--- src/rtl/hazard_pkg.sv ---
// Shared encodings and helpers for the hazard / scoreboard unit.
package hazard_pkg;
  localparam logic [1:0] FWD_RF  = 2'b00;
  localparam logic [1:0] FWD_WB  = 2'b01;
  localparam logic [1:0] FWD_MEM = 2'b10;

  // Saturating increment; callers zero-extend their counter and ceiling to 32 bits.
  function automatic logic [31:0] satInc(input logic [31:0] v, input logic [31:0] maxV,
                                         input logic inc);
    return (inc && v != maxV) ? v + 32'd1 : v;
  endfunction
endpackage

--- src/rtl/hazard_scoreboard_unit_if.sv ---
// Pipeline-side bundle: register tags and enables in, forward/stall selects and debug state out.
interface hazard_scoreboard_unit_if #(parameter int NREG = 32, parameter int PERF_W = 16);
  localparam int AW = $clog2(NREG);
  logic [AW-1:0]     RsD, RtD, WriteRegD, RsE, RtE, WriteRegE, WriteRegM, WriteRegW, MduDoneReg;
  logic              RegWriteD, RegWriteE, RegWriteM, RegWriteW;
  logic              MemtoRegE, MemtoRegM, BranchD, MduIssueD, MduDone;
  logic [1:0]        ForwardAE, ForwardBE;
  logic              ForwardAD, ForwardBD, StallF, StallD, FlushE;
  logic [NREG-1:0]   Pending;
  logic [PERF_W-1:0] StallCnt, MduStallCnt;

  modport master (
    output RsD, RtD, WriteRegD, RsE, RtE, WriteRegE, WriteRegM, WriteRegW, MduDoneReg,
           RegWriteD, RegWriteE, RegWriteM, RegWriteW, MemtoRegE, MemtoRegM, BranchD,
           MduIssueD, MduDone,
    input  ForwardAE, ForwardBE, ForwardAD, ForwardBD, StallF, StallD, FlushE,
           Pending, StallCnt, MduStallCnt
  );
  modport slave (
    input  RsD, RtD, WriteRegD, RsE, RtE, WriteRegE, WriteRegM, WriteRegW, MduDoneReg,
           RegWriteD, RegWriteE, RegWriteM, RegWriteW, MemtoRegE, MemtoRegM, BranchD,
           MduIssueD, MduDone,
    output ForwardAE, ForwardBE, ForwardAD, ForwardBD, StallF, StallD, FlushE,
           Pending, StallCnt, MduStallCnt
  );
endinterface

--- src/rtl/hazard_scoreboard_unit_mdu_scoreboard.sv ---
// Pending-destination bitmap and outstanding-write count for long-latency MDU results.
module mdu_scoreboard #(
  parameter int NREG    = 32,
  parameter int MDU_MAX = 4,
  parameter int AW      = $clog2(NREG)
) (
  input  logic            clk,
  input  logic            reset,
  input  logic            setEn,
  input  logic [AW-1:0]   setReg,
  input  logic            clrEn,
  input  logic [AW-1:0]   clrReg,
  output logic [NREG-1:0] pending,
  output logic            full
);
  localparam int CW = $clog2(MDU_MAX + 1);

  logic [CW-1:0]   count, countNext;
  logic [NREG-1:0] pendNext;
  logic            doSet, validClr;
  int              cTmp;

  always_comb begin
    doSet    = setEn && setReg != '0;
    validClr = clrEn && pending[clrReg];
    pendNext = pending;
    // Clear first so a same-register set in the same cycle leaves the bit set.
    if (validClr) pendNext[clrReg] = 1'b0;
    if (doSet)    pendNext[setReg] = 1'b1;
    cTmp = int'(count) + int'(doSet) - int'(validClr);
    if (cTmp < 0)       cTmp = 0;
    if (cTmp > MDU_MAX) cTmp = MDU_MAX;
    countNext = CW'(cTmp);
  end

  always_ff @(posedge clk) begin
    if (reset) begin
      pending <= '0;
      count   <= '0;
    end else begin
      pending <= pendNext;
      count   <= countNext;
    end
  end

  assign full = (count == CW'(MDU_MAX));
endmodule

--- src/rtl/hazard_scoreboard_unit.sv ---
// 5-stage MIPS hazard unit: ALU/branch forwarding, load-use and branch interlocks,
// MDU scoreboard interlocks (RAW, WAW, capacity) and saturating stall counters.
module hazard_scoreboard_unit
  import hazard_pkg::*;
#(
  parameter int NREG    = 32,
  parameter int MDU_MAX = 4,
  parameter int PERF_W  = 16
) (
  input logic                     clk,
  input logic                     reset,
  hazard_scoreboard_unit_if.slave hz
);
  localparam int AW = $clog2(NREG);
  localparam logic [PERF_W-1:0] PERF_MAX = '1;

  logic [1:0][AW-1:0] srcE, srcD;
  logic [1:0][1:0]    fwdE;
  logic [1:0]         fwdD;
  logic [NREG-1:0]    pending;
  logic               full, lwStall, brStall, sbStall, stall;
  logic [PERF_W-1:0]  stallCnt, mduStallCnt;

  assign srcE = {hz.RtE, hz.RsE};
  assign srcD = {hz.RtD, hz.RsD};

  for (genvar i = 0; i < 2; i++) begin : g_fwd
    logic hitM, hitW;
    assign hitM    = srcE[i] != '0 && srcE[i] == hz.WriteRegM && hz.RegWriteM;
    assign hitW    = srcE[i] != '0 && srcE[i] == hz.WriteRegW && hz.RegWriteW;
    assign fwdE[i] = hitM ? FWD_MEM : (hitW ? FWD_WB : FWD_RF);
    assign fwdD[i] = srcD[i] != '0 && srcD[i] == hz.WriteRegM && hz.RegWriteM;
  end

  assign hz.ForwardAE = fwdE[0];
  assign hz.ForwardBE = fwdE[1];
  assign hz.ForwardAD = fwdD[0];
  assign hz.ForwardBD = fwdD[1];

  // A register retiring from the MDU this cycle is readable through the regfile write-first path.
  function automatic logic sbHit(input logic [AW-1:0] r);
    return r != '0 && pending[r] && !(hz.MduDone && hz.MduDoneReg == r);
  endfunction

  always_comb begin
    lwStall = hz.MemtoRegE && hz.RtE != '0 && (hz.RsD == hz.RtE || hz.RtD == hz.RtE);
    brStall = hz.BranchD &&
      ((hz.RegWriteE && hz.WriteRegE != '0 && (hz.WriteRegE == hz.RsD || hz.WriteRegE == hz.RtD)) ||
       (hz.MemtoRegM && hz.WriteRegM != '0 && (hz.WriteRegM == hz.RsD || hz.WriteRegM == hz.RtD)));
    sbStall = sbHit(hz.RsD) || sbHit(hz.RtD) || (hz.RegWriteD && sbHit(hz.WriteRegD)) ||
              (hz.MduIssueD && full && !hz.MduDone);
    stall   = lwStall || brStall || sbStall;
  end

  assign hz.StallF = stall;
  assign hz.StallD = stall;
  assign hz.FlushE = stall;

  mdu_scoreboard #(.NREG(NREG), .MDU_MAX(MDU_MAX), .AW(AW)) u_sb (
    .clk    (clk),
    .reset  (reset),
    .setEn  (hz.MduIssueD && !stall),
    .setReg (hz.WriteRegD),
    .clrEn  (hz.MduDone),
    .clrReg (hz.MduDoneReg),
    .pending(pending),
    .full   (full)
  );

  always_ff @(posedge clk) begin
    if (reset) begin
      stallCnt    <= '0;
      mduStallCnt <= '0;
    end else begin
      stallCnt    <= PERF_W'(satInc(32'(stallCnt), 32'(PERF_MAX), stall));
      mduStallCnt <= PERF_W'(satInc(32'(mduStallCnt), 32'(PERF_MAX),
                                    sbStall && !lwStall && !brStall));
    end
  end

  assign hz.Pending     = pending;
  assign hz.StallCnt    = stallCnt;
  assign hz.MduStallCnt = mduStallCnt;
endmodule

--- src/flat_wrapper.sv ---
// flat-port wrapper written by rule: the top's interface ports become plain ports
module hazard_scoreboard_unit_flat import hazard_pkg::*;
#(
  parameter int NREG    = 32,
  parameter int MDU_MAX = 4,
  parameter int PERF_W  = 16
)
  (clk, reset, hz_RsD, hz_RtD, hz_WriteRegD, hz_RsE, hz_RtE, hz_WriteRegE, hz_WriteRegM, hz_WriteRegW, hz_MduDoneReg, hz_RegWriteD, hz_RegWriteE, hz_RegWriteM, hz_RegWriteW, hz_MemtoRegE, hz_MemtoRegM, hz_BranchD, hz_MduIssueD, hz_MduDone, hz_ForwardAE, hz_ForwardBE, hz_ForwardAD, hz_ForwardBD, hz_StallF, hz_StallD, hz_FlushE, hz_Pending, hz_StallCnt, hz_MduStallCnt);
  hazard_scoreboard_unit_if #(.NREG(NREG), .PERF_W(PERF_W)) hz_i ();
  input logic clk;
  input logic reset;
  input wire logic [$bits(hz_i.RsD)-1:0] hz_RsD;
  input wire logic [$bits(hz_i.RtD)-1:0] hz_RtD;
  input wire logic [$bits(hz_i.WriteRegD)-1:0] hz_WriteRegD;
  input wire logic [$bits(hz_i.RsE)-1:0] hz_RsE;
  input wire logic [$bits(hz_i.RtE)-1:0] hz_RtE;
  input wire logic [$bits(hz_i.WriteRegE)-1:0] hz_WriteRegE;
  input wire logic [$bits(hz_i.WriteRegM)-1:0] hz_WriteRegM;
  input wire logic [$bits(hz_i.WriteRegW)-1:0] hz_WriteRegW;
  input wire logic [$bits(hz_i.MduDoneReg)-1:0] hz_MduDoneReg;
  input wire logic [$bits(hz_i.RegWriteD)-1:0] hz_RegWriteD;
  input wire logic [$bits(hz_i.RegWriteE)-1:0] hz_RegWriteE;
  input wire logic [$bits(hz_i.RegWriteM)-1:0] hz_RegWriteM;
  input wire logic [$bits(hz_i.RegWriteW)-1:0] hz_RegWriteW;
  input wire logic [$bits(hz_i.MemtoRegE)-1:0] hz_MemtoRegE;
  input wire logic [$bits(hz_i.MemtoRegM)-1:0] hz_MemtoRegM;
  input wire logic [$bits(hz_i.BranchD)-1:0] hz_BranchD;
  input wire logic [$bits(hz_i.MduIssueD)-1:0] hz_MduIssueD;
  input wire logic [$bits(hz_i.MduDone)-1:0] hz_MduDone;
  output wire logic [$bits(hz_i.ForwardAE)-1:0] hz_ForwardAE;
  output wire logic [$bits(hz_i.ForwardBE)-1:0] hz_ForwardBE;
  output wire logic [$bits(hz_i.ForwardAD)-1:0] hz_ForwardAD;
  output wire logic [$bits(hz_i.ForwardBD)-1:0] hz_ForwardBD;
  output wire logic [$bits(hz_i.StallF)-1:0] hz_StallF;
  output wire logic [$bits(hz_i.StallD)-1:0] hz_StallD;
  output wire logic [$bits(hz_i.FlushE)-1:0] hz_FlushE;
  output wire logic [$bits(hz_i.Pending)-1:0] hz_Pending;
  output wire logic [$bits(hz_i.StallCnt)-1:0] hz_StallCnt;
  output wire logic [$bits(hz_i.MduStallCnt)-1:0] hz_MduStallCnt;
  assign hz_i.RsD = hz_RsD;
  assign hz_i.RtD = hz_RtD;
  assign hz_i.WriteRegD = hz_WriteRegD;
  assign hz_i.RsE = hz_RsE;
  assign hz_i.RtE = hz_RtE;
  assign hz_i.WriteRegE = hz_WriteRegE;
  assign hz_i.WriteRegM = hz_WriteRegM;
  assign hz_i.WriteRegW = hz_WriteRegW;
  assign hz_i.MduDoneReg = hz_MduDoneReg;
  assign hz_i.RegWriteD = hz_RegWriteD;
  assign hz_i.RegWriteE = hz_RegWriteE;
  assign hz_i.RegWriteM = hz_RegWriteM;
  assign hz_i.RegWriteW = hz_RegWriteW;
  assign hz_i.MemtoRegE = hz_MemtoRegE;
  assign hz_i.MemtoRegM = hz_MemtoRegM;
  assign hz_i.BranchD = hz_BranchD;
  assign hz_i.MduIssueD = hz_MduIssueD;
  assign hz_i.MduDone = hz_MduDone;
  assign hz_ForwardAE = hz_i.ForwardAE;
  assign hz_ForwardBE = hz_i.ForwardBE;
  assign hz_ForwardAD = hz_i.ForwardAD;
  assign hz_ForwardBD = hz_i.ForwardBD;
  assign hz_StallF = hz_i.StallF;
  assign hz_StallD = hz_i.StallD;
  assign hz_FlushE = hz_i.FlushE;
  assign hz_Pending = hz_i.Pending;
  assign hz_StallCnt = hz_i.StallCnt;
  assign hz_MduStallCnt = hz_i.MduStallCnt;
  hazard_scoreboard_unit #(.NREG(NREG), .MDU_MAX(MDU_MAX), .PERF_W(PERF_W)) u_core (.clk(clk), .reset(reset), .hz(hz_i));
endmodule
--- config.mk ---
export PLATFORM = sky130hd
export DESIGN_NAME = hazard_scoreboard_unit_flat
export DESIGN_NICKNAME = d
export VERILOG_FILES = /design/src/rtl/hazard_pkg.sv /design/src/rtl/hazard_scoreboard_unit_if.sv /design/src/rtl/hazard_scoreboard_unit_mdu_scoreboard.sv /design/src/rtl/hazard_scoreboard_unit.sv /design/src/flat_wrapper.sv
export SDC_FILE = /design/constraint.sdc
export NUM_CORES = 1
export LEC_CHECK = 0
export ABC_AREA = 1
export CAP_MARGIN = 5
export CORE_ASPECT_RATIO = 0.9
export CORE_UTILIZATION = 53
export DETAILED_ROUTE_END_ITERATION = 7
export PLACE_DENSITY = 0.82
export SLEW_MARGIN = 30
export SYNTH_ARGS = -nofsm -noshare
export SYNTH_HDL_FRONTEND = slang
export SYNTH_SLANG_ARGS = --single-unit
--- constraint.sdc ---
create_clock -name clk -period 4 [get_ports clk]
set_input_delay 0.8 -clock clk [delete_from_list [all_inputs] [get_ports clk]]
set_output_delay 0.8 -clock clk [all_outputs]
set_load 0.01 [all_outputs]
==> results of run 1 <==
==> worst max-delay path: cells and delay by family <==
kind	cells	cell delay, ns
AND/OR/NAND/NOR	9	1.01
buffers and inverters	3	1.33
==> power by group through the flow <==
stage	clock network [uW]	registers, uW	logic, uW
2_1_floorplan	0	715	332
3_3_place_gp	0	716	522
3_5_place_dp	0	715	526
4_1_cts	909	701	531
5_1_grt	943	703	585
6_report	906	702	539
==> logic make-up (layout without fill, tap and decap cells) <==
family	Yosys count	after routing	synth area share (%)
AND/OR/NAND/NOR	560	560	39.6
AO/OA/AOI/OAI	180	180	16.3
buffers and inverters	168	313	12.5
flip-flops	67	67	21.4
XOR/XNOR	60	60	8.40
adder cells (fa/ha/maj)	8	8	1.72
==> how the worst max path moves through the flow <==
stage                                end        startpoint  slack (ns)
floorplan           u_core.u_sb.count[0]         hz_RtD[0]        0.55
global placement    u_core.u_sb.count[1]  hz_MduDoneReg[0]        0.11
detailed placement  u_core.u_sb.count[1]         hz_RtD[0]        0.02
CTS                            hz_StallD   hz_WriteRegD[3]        0.11
global route                   hz_StallD   hz_WriteRegD[3]      -0.008
finish                         hz_StallD   hz_WriteRegD[3]        0.05
==> cell usage after synthesis, drive strengths merged <==
library cell	number
o2111ai	2
a21oi	77
nor4	5
nand3	78
nor3	33
inv	109
a21o	1
ha	7
nor4b	1
a21boi	1
nand4	40
dfxtp	67
o22ai	11
o211ai	8
a22oi	3
xnor2	22
clkbuf	18
and3	2
a2111oi	1
nand2	293
o21ai	72
nor2	105
buf	41
xor2	38
o221ai	1
or2	3
a221oi	1
o2111a	1
fa	1
o21ba	1
==> flip-flops by register name (all words and copies together) (netlist names) <==
name	flops
u_core.hz.StallCnt	16
u_core.u_sb.pending	32
u_core.u_sb.count	3
u_core.hz.MduStallCnt	16
==> layer usage <==
| layer | part of all wire (%) | track usage, % |
|---|---|---|
| met1 | 43 | 50.7 |
| met2 | 43 | 54.8 |
| met3 | 11 | 7.37 |
| met4 | 2.6 | 13.8 |
| met5 | 0 | 0 |
==> per-stage QoR <==
stage	cell area (sq um)	utilization (%)	total power, uW
floorplan	6260	-	1050
global placement	7830	68.2	1240
detailed placement	7830	68.2	1240
CTS	8170	71.1	2140
global route	8180	71.2	2230
finish	8180	71.2	2150
==> layout make-up <==
class	instances	share of cell area (%)
multi-input cells	808	50.6
repair buffers	188	21.5
flip-flops and latches	67	16.4
inverters	109	5.03
clock buffers	11	3.09
well taps	156	2.39
clock inverters	5	1.02
==> what timing repair did <==
item                                   CTS  global route
endpoints found under the hold margin    0             0
setup endpoints to repair                0             3
gates resized for setup                  0             4
==> results.py, run 1 <==
metrics = {
    "yosys": {
        "avgSynthCellArea_sq_um": 6.00,
        "ys_types": 46,
        "synthesis.area_sq_mm": 0.00626,
        "synth_top_area_share_pct": 21.4,
        "syn_nets": 1107,
        "yosysSeqAreaShare_pct": 21.4,
        "syn-instance-count": 1043,
        "ys_seq_elements": 67,
        "ys_top_cells_by_area": "dfxtp_1 21%, nand2_1 17%, nor2_1 6.1%",
        "yosys_warnings": 0,
        "yosys.area.top_type": "dfxtp_1",
    },
    "power_and_ir_drop": {
        "swShare_pct": 30.9,
        "power_density_mw_per_mm2": 262,
        "clkPwrFrac_pct": 42.2,
        "p_leak_uw": 0.00325,
        "peakVddDrop_v": 0.000263,
        "p_sw_uw": 663,
        "p_int_uw": 1480,
        "p_seq_share_pct": 32.7,
        "combPwrFrac_pct": 25.1,
    },
    "clock_network": {
        "htree_levels": 3,
        "worstSkewPairLatency_ns": 0.34,
        "clk_path_buf_depth": 2,
        "ctsHoldBuffers": 0,
        "root_buffer": "clkbuf_16",
        "cts_buffers": 9,
        "tritoncts": "done",
        "cts.sinks": 67,
        "post-cts-setup-buffers": 0,
        "clk_pin_slew_worst_paths_ns": 0.06,
    },
    "global_route": {
        "grt.overflow.total": 0,
        "antenna_found_initial": 0,
        "grt_util_all_layers_pct": 36.5,
        "grt_pass1_vias": 6950,
        "grt_pass1_wl_mm": 35.2,
        "grt_max_degree": 40,
    },
    "layout": {
        "final-seq-area_sq_mm": 0.00134,
        "drive_gt1_share_pct": 11.2,
        "area_delta_synth_final_pct": 30.7,
        "antennaDiodeCount": 0,
        "layout_commonest_cell": "nand2_1",
        "nets": 1247,
        "final_cell_mix": "278 x nand2_1, 124 x clkdlybuf4s50_1, 101 x nor2_1, 90 x inv_1, 75 x nand3_1",
        "fillers": 1073,
        "fin_cells": 1344,
        "multi_input_area_sq_mm": 0.00414,
    },
    "setup_path": {
        "r2r.worst_path.cells": 22,
        "cpPeakStageDelay_ns": 0.66,
        "cp.required_ns": 3.20,
        "cp-end-kind": "primary output",
        "crit_top_cell": "nand2_1",
        "cp_cell_sequence": "clkdlybuf4s50_1, inv_2, nor3_1, nand2_1, nand2_1, nor2_1, nand2_1, nand2_2, nand3_2, nor2_4, nand2_4, clkdlybuf4s50_1",
        "start_kind": "input pin",
        "rrSetupSlack_ns": 1.08,
        "r2r_end": "u_core.u_sb.count[1]",
        "path_max_fanout": 6,
        "slowest_stage": "clkdlybuf4s50_1",
        "crit_arrival_ns": 3.15,
        "criticalPathCategory": "in2out",
        "r2r_start": "u_core.u_sb.pending[22]",
    },
    "drt": {
        "via_count": 7630,
        "vias_per_cell": 5.68,
        "wire_per_inst_microns": 16.4,
        "ant_nets": 0,
        "drt_iter0_markers": 754,
        "first_pass_iters": 6,
        "drc": 0,
        "wirelength_mm": 22.0,
    },
    "sta": {
        "whs_ns": 0.475,
        "finalSetupViolations": 0,
        "setup_tns_ns": 0,
        "worst-slew-pin-transition_ns": 0.795,
        "hold_viol": 0,
        "skew_ns": 0.00945,
        "maxSlewViolCount": 0,
        "finalCriticalPeriod_ns": 3.95,
        "clock.fmax_mhz": 253,
        "period_share_pct": 98.8,
        "relSlewSlack_pct": 47.0,
        "layout_setup_ws_ns": 0.0477,
    },
    "hold_path": {
        "hp-start": "u_core.hz.StallCnt[15]",
        "hold_path_end": "u_core.hz.StallCnt[15]",
        "hold_depth": 2,
        "hp-class": "reg2reg",
    },
    "die": {
        "start_util_pct": 54.5,
        "die_x_microns": 117,
        "pin_count": 129,
        "rows": 37,
        "dieArea_sq_mm": 0.0122,
        "die_h_microns": 105,
        "core_sq_mm": 0.0115,
    },
    "status": {
        "run_status": "complete, no violations",
    },
    "placed_design": {
        "portBuffers": 128,
        "dp_slack_ns": 0.0183,
        "place_inst": 1328,
        "gp_congestion": 1.01,
        "hpwl_mm": 16.0,
    },
    "flow_run": {
        "timing.max_cap.violations": 0,
    },
}
Note: power is estimated with default switching activity, not from simulation.
==> inputs of run 2 (changes only) <==
Clock period 4 ns to 3.95 ns, I/O delays scaled along.
==> results.py, run 2 (synthesized netlist as in run 1, its figures left out) <==
metrics = {
    "drt": {
        "vias_per_cell": 5.75,
        "drt_iter0_markers": 845,
        "via_count": 7712,
        "ant_nets": 0,
        "wire_per_inst_microns": 16.3,
        "drc": 0,
        "wirelength_mm": 21.9,
        "first_pass_iters": 6,
    },
    "sta": {
        "worst-slew-pin-transition_ns": 0.947,
        "finalSetupViolations": 0,
        "setup_tns_ns": 0,
        "hold_viol": 0,
        "clock.fmax_mhz": 259,
        "maxSlewViolCount": 0,
        "rsz0062_at_grt": "no",
        "finalCriticalPeriod_ns": 3.85,
        "skew_ns": 0.00912,
        "relSlewSlack_pct": 36.9,
        "period_share_pct": 97.6,
    },
    "global_route": {
        "grt_max_degree": 44,
        "grt.overflow.total": 0,
        "antenna_found_initial": 0,
        "grt_pass1_wl_mm": 34.1,
        "grt_util_all_layers_pct": 35.3,
        "grt_pass1_vias": 6798,
    },
    "clock_network": {
        "root_buffer": "clkbuf_16",
        "cts_buffers": 9,
        "clk_path_buf_depth": 2,
        "cts.sinks": 67,
        "clk_pin_slew_worst_paths_ns": 0.06,
        "worstSkewPairLatency_ns": 0.34,
        "tritoncts": "done",
        "htree_levels": 3,
        "ctsHoldBuffers": 0,
    },
    "placed_design": {
        "portBuffers": 128,
        "place_area_sq_mm": 0.00780,
        "hpwl_mm": 15.8,
        "gp_congestion": 0.970,
        "place_inst": 1323,
    },
    "setup_path": {
        "r2r_end": "u_core.u_sb.count[0]",
        "endpoint": "hz_StallF",
        "rrSetupSlack_ns": 0.94,
        "start_kind": "input pin",
        "cp.required_ns": 3.16,
        "cp_cell_sequence": "clkdlybuf4s50_1, inv_2, nor3_1, nand2_1, nand2_1, nor2_1, nand2_1, nand2_2, nand3_2, nor2_4, nand2_4, clkdlybuf4s50_1",
        "r2r.worst_path.cells": 20,
        "crit_start": "hz_WriteRegD[3]",
        "cpPeakStageDelay_ns": 0.66,
        "criticalPathCategory": "in2out",
        "crit_arrival_ns": 3.06,
        "cp-end-kind": "primary output",
        "crit_top_cell": "nand2_1",
        "r2r_start": "u_core.u_sb.pending[16]",
        "path_max_fanout": 6,
        "slowest_stage": "clkdlybuf4s50_1",
    },
    "layout": {
        "area_delta_synth_final_pct": 30.4,
        "antennaDiodeCount": 0,
        "fillers": 1038,
        "drive_gt1_share_pct": 11.1,
        "regMostFlops": "u_core.u_sb.pending",
        "final-seq-area_sq_mm": 0.00134,
        "multi_input_area_sq_mm": 0.00414,
        "layout_commonest_cell": "nand2_1",
        "nets": 1245,
        "fin_cells": 1342,
        "final_cell_area_sq_mm": 0.00816,
        "largest_register_ffs": 32,
        "final_cell_mix": "278 x nand2_1, 123 x clkdlybuf4s50_1, 101 x nor2_1, 89 x inv_1, 75 x nand3_1",
    },
    "die": {
        "core_sq_mm": 0.0115,
        "start_util_pct": 54.5,
        "rows": 37,
        "dieArea_sq_mm": 0.0122,
        "die_h_microns": 105,
        "pin_count": 129,
        "die_x_microns": 117,
    },
    "power_and_ir_drop": {
        "power_density_mw_per_mm2": 255,
        "p_leak_uw": 0.00324,
        "finalPower_uw": 2080,
        "peakVddDrop_v": 0.000234,
    },
    "flow_run": {
        "timing.max_cap.violations": 0,
    },
    "status": {
        "run_status": "complete, no violations",
    },
    "hold_path": {
        "hp-class": "reg2reg",
    },
}
==> run 2: worst min path at each step <==
stage	from	cells past startpoint	slack, ns	end
floorplan	u_core.hz.StallCnt[15]	2	0.50	u_core.hz.StallCnt[15]
global placement	u_core.hz.StallCnt[15]	2	0.47	u_core.hz.StallCnt[15]
detailed placement	u_core.hz.StallCnt[15]	2	0.47	u_core.hz.StallCnt[15]
CTS	u_core.hz.StallCnt[15]	2	0.48	u_core.hz.StallCnt[15]
global route	u_core.hz.StallCnt[15]	2	0.50	u_core.hz.StallCnt[15]
finish	u_core.hz.StallCnt[15]	2	0.48	u_core.hz.StallCnt[15]
==> run 2: timing repair <==
| action | CTS | global route |
|---|---|---|
| hold endpoints to repair | 0 | 0 |
| endpoints found under the setup margin | 0 | 5 |
| gates resized for setup | 0 | 9 |
| buffers inserted | 0 | 3 |
==> run 2: through the flow <==
| stage | setup slack (ns) | utilization (%) | hold slack [ns] |
|---|---|---|---|
| 2_1_floorplan | 0.506 | - | 0.495 |
| 3_3_place_gp | -0.0282 | 68.0 | 0.466 |
| 3_5_place_dp | -0.115 | 68.0 | 0.469 |
| 4_1_cts | 0.0874 | 70.6 | 0.479 |
| 5_1_grt | 0.00412 | 71.1 | 0.503 |
| 6_report | 0.0959 | 71.1 | 0.476 |
==> run 2: power by group <==
part | total [uW] | switching, uW | leakage, uW | internal [uW]
Sequential | 710 | 19.5 | 0.000541 | 691
Clock | 826 | 320 | 0.000145 | 506
Combinational | 548 | 326 | 0.00256 | 222
==> run 2: worst max-delay path: cells and delay by family <==
kind,cells,cell delay [ns]
buffers and inverters,3,1.32
and+or+nand+nor,9,0.95
==> run 2: area by class of cell <==
type / count / share of cell area, %
multi-input cells: 808 / 50.7
inverters: 109 / 5.09
well taps: 156 / 2.39
flip-flops and latches: 67 / 16.4
repair buffers: 186 / 21.7
clock buffers: 10 / 2.93
clock inverters: 6 / 0.782
==> run 2: routing by layer <==
| layer | global-route usage (%) | vias to the layer above | routed length, microns |
|---|---|---|---|
| met5 | 0 | - | 0 |
| met4 | 12.5 | 0 | 567 |
| met3 | 7.13 | 61 | 2530 |
| met2 | 53.2 | 472 | 9450 |
| met1 | 49.2 | 3489 | 9340 |
| li1 | - | 3690 | - |
==> inputs of run 3 (changes only) <==
Settings changed: CORE_ASPECT_RATIO 0.9 to 1.2.
==> results.py, run 3 (synthesized netlist as in run 1, its figures left out) <==
metrics = {
    "status": {
        "run_status": "complete, no violations",
    },
    "hold_path": {
        "hp-class": "reg2reg",
        "hold_depth": 2,
        "hold_path_end": "u_core.hz.StallCnt[15]",
        "hp-start": "u_core.hz.StallCnt[15]",
    },
    "drt": {
        "vias_per_cell": 5.70,
        "drt_iter0_markers": 620,
        "wire_per_inst_microns": 16.4,
        "drc": 0,
        "wirelength_mm": 22.2,
        "first_pass_iters": 6,
        "via_count": 7721,
        "ant_nets": 0,
    },
    "power_and_ir_drop": {
        "clkPwrFrac_pct": 37.5,
        "peakVddDrop_v": 0.000301,
        "p_int_uw": 1410,
        "p_seq_share_pct": 34.9,
        "power_density_mw_per_mm2": 246,
        "combPwrFrac_pct": 27.6,
        "p_leak_uw": 0.00333,
        "p_sw_uw": 628,
        "swShare_pct": 30.9,
    },
    "die": {
        "core_sq_mm": 0.0115,
        "pin_count": 129,
        "start_util_pct": 54.3,
        "die_x_microns": 101,
        "dieArea_sq_mm": 0.0122,
        "die_h_microns": 121,
        "rows": 43,
    },
    "layout": {
        "drive_gt1_share_pct": 11.9,
        "nets": 1257,
        "final_cell_mix": "277 x nand2_1, 120 x clkdlybuf4s50_1, 101 x nor2_1, 89 x inv_1, 75 x nand3_1",
        "fillers": 1039,
        "layout_commonest_cell": "nand2_1",
        "largest_register_ffs": 32,
        "antennaDiodeCount": 0,
        "regMostFlops": "u_core.u_sb.pending",
        "area_delta_synth_final_pct": 32.2,
    },
    "sta": {
        "maxSlewViolCount": 0,
        "period_share_pct": 97.5,
        "clock.fmax_mhz": 260,
        "whs_ns": 0.490,
        "finalSetupViolations": 0,
        "layout_setup_ws_ns": 0.0991,
        "relSlewSlack_pct": 52.8,
        "finalCriticalPeriod_ns": 3.85,
        "hold_viol": 0,
        "skew_ns": 0.00485,
        "worst-slew-pin-transition_ns": 0.708,
    },
    "setup_path": {
        "crit_arrival_ns": 3.06,
        "start_kind": "input pin",
        "rrSetupSlack_ns": 1.03,
        "criticalPathCategory": "in2out",
        "r2r.worst_path.cells": 22,
        "r2r_start": "u_core.u_sb.pending[16]",
        "cp-end-kind": "primary output",
        "r2r_end": "u_core.u_sb.count[0]",
        "path_max_fanout": 6,
        "cp.required_ns": 3.16,
    },
    "global_route": {
        "grt.overflow.total": 0,
        "antenna_found_initial": 0,
        "grt_pass1_wl_mm": 35.7,
        "grt_util_all_layers_pct": 37.1,
        "grt_max_degree": 60,
        "grt_pass1_vias": 7322,
    },
    "clock_network": {
        "clk_path_buf_depth": 2,
        "cts.sinks": 67,
        "worstSkewPairLatency_ns": 0.32,
        "tritoncts": "done",
        "clk_pin_slew_worst_paths_ns": 0.05,
        "cts_buffers": 9,
        "ctsHoldBuffers": 0,
        "root_buffer": "clkbuf_16",
        "htree_levels": 3,
    },
    "placed_design": {
        "gp_congestion": 1.00,
        "dp_slack_ns": -0.0842,
        "hpwl_mm": 16.5,
        "portBuffers": 128,
    },
    "flow_run": {
        "timing.max_cap.violations": 0,
    },
}
==> run 3: per-layer routing <==
layer | wire (microns) | global-route usage [%]
met2 | 10500 | 60.6
met4 | 1210 | 23.9
met1 | 8490 | 44.0
met3 | 2070 | 7.09
met5 | 0 | 0
==> run 3: worst max-delay path, cell delays in order <==
cell             delay (ns)
clkdlybuf4s50_1        0.67
inv_2                  0.13
nor3_1                 0.35
nand2_1                0.12
nand2_1                0.08
nor2_1                 0.04
nand2_1                0.06
nand2_2                0.08
nand3_2                0.10
nor2_4                 0.04
nand2_4                0.08
clkdlybuf4s50_1        0.54
==> run 3: stage by stage <==
step           total power (uW)  std cells  util, %   TNS [ns]  instance area (sq um)
2_1_floorplan              1060       1043        -          0                   6260
3_3_place_gp               1260       1336     68.8  -0.000995                   7920
3_5_place_dp               1270       1336     68.8     -0.186                   7920
4_1_cts                    2030       1351     71.2          0                   8200
5_1_grt                    2120       1354     71.8    -0.0864                   8270
6_report                   2030       1354     71.8          0                   8270
==> run 3: what timing repair did <==
item / CTS / global route
endpoints found under the setup margin: 0 / 5
setup buffers: 0 / 3
resized for setup: 0 / 15
==> run 3: layout make-up <==
class	count	area (sq um)	share of cell area [%]
clock inverters	3	40.0	0.484
flip-flops and latches	67	1340	16.2
inverters	109	414	5.01
clock buffers	12	236	2.86
multi-input cells	808	4160	50.3
well taps	157	196	2.37
repair buffers	198	1890	22.8
==> run 3: power by group through the flow <==
| stage | registers [uW] | logic, uW | clock network (uW) |
|---|---|---|---|
| floorplan | 725 | 336 | 0 |
| global placement | 724 | 537 | 0 |
| detailed placement | 723 | 542 | 0 |
| CTS | 709 | 546 | 773 |
| global route | 712 | 608 | 803 |
| finish | 710 | 562 | 762 |
==> run 3: how the worst max path moves through the flow <==
stage	depth (start not counted)	from	end	slack, ns
final	12	hz_WriteRegD[3]	hz_StallF	0.1
after global routing	14	hz_RtD[0]	hz_StallD	-0.03
after CTS	12	hz_RtD[4]	hz_FlushE	0.03
after detailed placement	23	hz_RtD[0]	u_core.u_sb.count[0]	-0.08
after global placement	21	hz_RtD[0]	u_core.u_sb.count[1]	-0.001
after floorplan	23	hz_RtD[0]	u_core.u_sb.count[0]	0.51
==> RTL change: new RTL, settings of run 1 <==
`NREG` is set to 32 in 4 places; all go to 64.
--- a/src/rtl/hazard_scoreboard_unit_if.sv
+++ b/src/rtl/hazard_scoreboard_unit_if.sv
@@ -1,5 +1,5 @@
 // Pipeline-side bundle: register tags and enables in, forward/stall selects and debug state out.
-interface hazard_scoreboard_unit_if #(parameter int NREG = 32, parameter int PERF_W = 16);
+interface hazard_scoreboard_unit_if #(parameter int NREG = 64, parameter int PERF_W = 16);
   localparam int AW = $clog2(NREG);
   logic [AW-1:0]     RsD, RtD, WriteRegD, RsE, RtE, WriteRegE, WriteRegM, WriteRegW, MduDoneReg;
   logic              RegWriteD, RegWriteE, RegWriteM, RegWriteW;
--- a/src/rtl/hazard_scoreboard_unit_mdu_scoreboard.sv
+++ b/src/rtl/hazard_scoreboard_unit_mdu_scoreboard.sv
@@ -1,6 +1,6 @@
 // Pending-destination bitmap and outstanding-write count for long-latency MDU results.
 module mdu_scoreboard #(
-  parameter int NREG    = 32,
+  parameter int NREG    = 64,
   parameter int MDU_MAX = 4,
   parameter int AW      = $clog2(NREG)
 ) (
--- a/src/rtl/hazard_scoreboard_unit.sv
+++ b/src/rtl/hazard_scoreboard_unit.sv
@@ -3,7 +3,7 @@
 module hazard_scoreboard_unit
   import hazard_pkg::*;
 #(
-  parameter int NREG    = 32,
+  parameter int NREG    = 64,
   parameter int MDU_MAX = 4,
   parameter int PERF_W  = 16
 ) (
--- a/src/flat_wrapper.sv
+++ b/src/flat_wrapper.sv
@@ -1,7 +1,7 @@
 // flat-port wrapper written by rule: the top's interface ports become plain ports
 module hazard_scoreboard_unit_flat import hazard_pkg::*;
 #(
-  parameter int NREG    = 32,
+  parameter int NREG    = 64,
   parameter int MDU_MAX = 4,
   parameter int PERF_W  = 16
 )
Interface: changed (10 resized); port bits go from 129 to 170. No check against the original RTL was run, so the function may have changed too.
==> RTL change against run 1 <==
Largest power group is now sequential cells. Sequential cell count rose by 32. Clock power fell by 2.3%. Fmax rose by 1.9%. Synthesized area rose by 51%. Setup slack improved by 74 ps. Synthesized cell count rose by 60%. Cell area rose by 52%. Total power rose by 25%. Worst hold slack improved by 9.0 ps. Sequential power rose by 45%. Wire length rose by 94%. Clock skew rose by 4.4 ps.
==> RTL change: results (changes against run 1) <==
The ratio of cells with drive above 1 in the final layout is 11.12% (-0.078 points). The power consumed by the clock network was 0.885 mW (-2.3%). The internal power contribution was 1.734 mW (+17%). In this run the worst setup path terminates at hz_ForwardBE[1]. The stage delay of the slowest cell on the critical path came out at 620 ps (-40 ps). The instance area after placement was 12,010 um^2 (+53%).

The total number of yosys warnings came out at 0 (unchanged). The number of global-route vias before repair was 11,620 (+67%). The met3 track demand over resource is 14.25% (+6.9 points). The met1 demand-to-capacity share in global routing is 60.91% (+10 points). The largest net degree at the start of global routing is 65 (+63%). The largest fanout on the critical path is 5 (-1). The HPWL after detailed placement came to 31,630 um (+98%). The endpoint identified for the worst register-to-register timing path is u_core.u_sb.count[0].

The flop-to-flop setup slack came to 700 ps (-380 ps). The highest metal layer with signal wires is met5. The mean number of vias per cell is 6.134 (+8.0%). The post-synthesis mux area share is 0% (unchanged). The cell depth of the worst min-delay path came out at 2 (unchanged). The post-synthesis net count is 1,741 (+57%).

In this run the critical register-to-register path is launched from u_core.u_sb.pending[19]. The complex-gate fraction of the synthesized area was 14.88% (-1.4 points). The worst supply voltage drop on vdd came out at 246.1 uV (-6.4%).

The post-synthesis xor/xnor area fraction came out at 4.721% (-3.7 points). The total leakage power is 4.932 nW (+52%). The routed length on met3 is 6657 um (+160%). The worst hold path begins at u_core.hz.StallCnt[15]. The wire length of the first global-routing pass came to 64,070 um (+82%). The final standard cell count with taps included and fillers excluded is 2,133 (+59%). Tracing the worst setup path back leads to its startpoint at hz_RtE[5]. The number of antenna violations at the first check in global routing is 0 (unchanged). The flow ran to the end, and the final reports show no timing, DRC or antenna violations. The setup clock skew after layout is 13.80 ps (+4.350 ps).

The total power draw is 2.676 mW (+25%). The routed length on met2 is 17,650 um (+86%). The setup slack after placement came out at -310.1 ps (-328.4 ps). The data arrival time of the critical path came out at 3080 ps (-70 ps). The maximum operating frequency is 257.9 MHz (+1.9%). The count of nets after finishing came to 1,966 (+58%). The fraction of the mapped netlist area in adder cells was 1.137% (-0.58 points). Counting instances in the post-synthesis netlist gives the leading cell types as nand2_1, nor2_1, nand3_1, inv_1, a21oi_1.

The post-synthesis cell type count is 40 (-13%). The number of input and output port buffers inserted came out at 169 (+32%). The sequential share of the synthesized area is 20.95% (-0.49 points). The reported combinational group power came out at 0.774 mW (+44%). The wire length per cell came out at 20.06 um (+22%). The mean cell area of the mapped netlist came out at 5.672 um^2 (-5.4%).

The worst hold path belongs to the class flip-flop to flip-flop. The met2 global-route usage is 67.47% (+13 points). By area the synthesized netlist is led by dfxtp_1, nand2_1, nand3_1. The clock latency on the worst-skew pair came out at 370 ps (+30 ps).

The fraction of registers with async set/reset is 0% (unchanged). The worst-case hold slack came out at 483.7 ps (+8.955 ps). The flip-flop count of the largest register, all copies and words added is 64 (+100%). The met1 wire length came out at 16,500 um (+75%).
RTL change: changes by cell type in the layout (fill, tap and decap cells not counted), moves of 11 or more:
cell	run 1	this run
nor2_1	101	225
o21ai_1	44	12
dfxtp_1	67	99
buf_4	58	142
nand4_1	39	84
a21oi_1	67	132
clkdlybuf4s50_1	124	155
xnor2_1	22	11
o22ai_1	11	28
nand3_1	75	186
o211ai_1	8	23
inv_1	90	146
nand2_1	278	428
RTL change: final cells by class:
type,instances,area (um^2)
Clock buffer,9,225.2
Tap cell,235,294.0
Clock inverter,7,65.06
Fill cell,1482,4772
Multi-Input combinational cell,1297,6299
Inverter,164,618.1
Sequential cell,99,1982
Timing Repair Buffer,322,2918
RTL change: what timing repair did:
action	CTS	global route
gates resized for setup	5	27
cloned	0	2
setup buffers	0	0
hold buffers	0	0
pin swaps	0	2
endpoints found under the setup margin	3	8
RTL change: tightest hold or removal path, stage by stage (launching register included):
cell and delay (ps):
dfxtp_1 330, nand2_1 60, a21oi_1 50
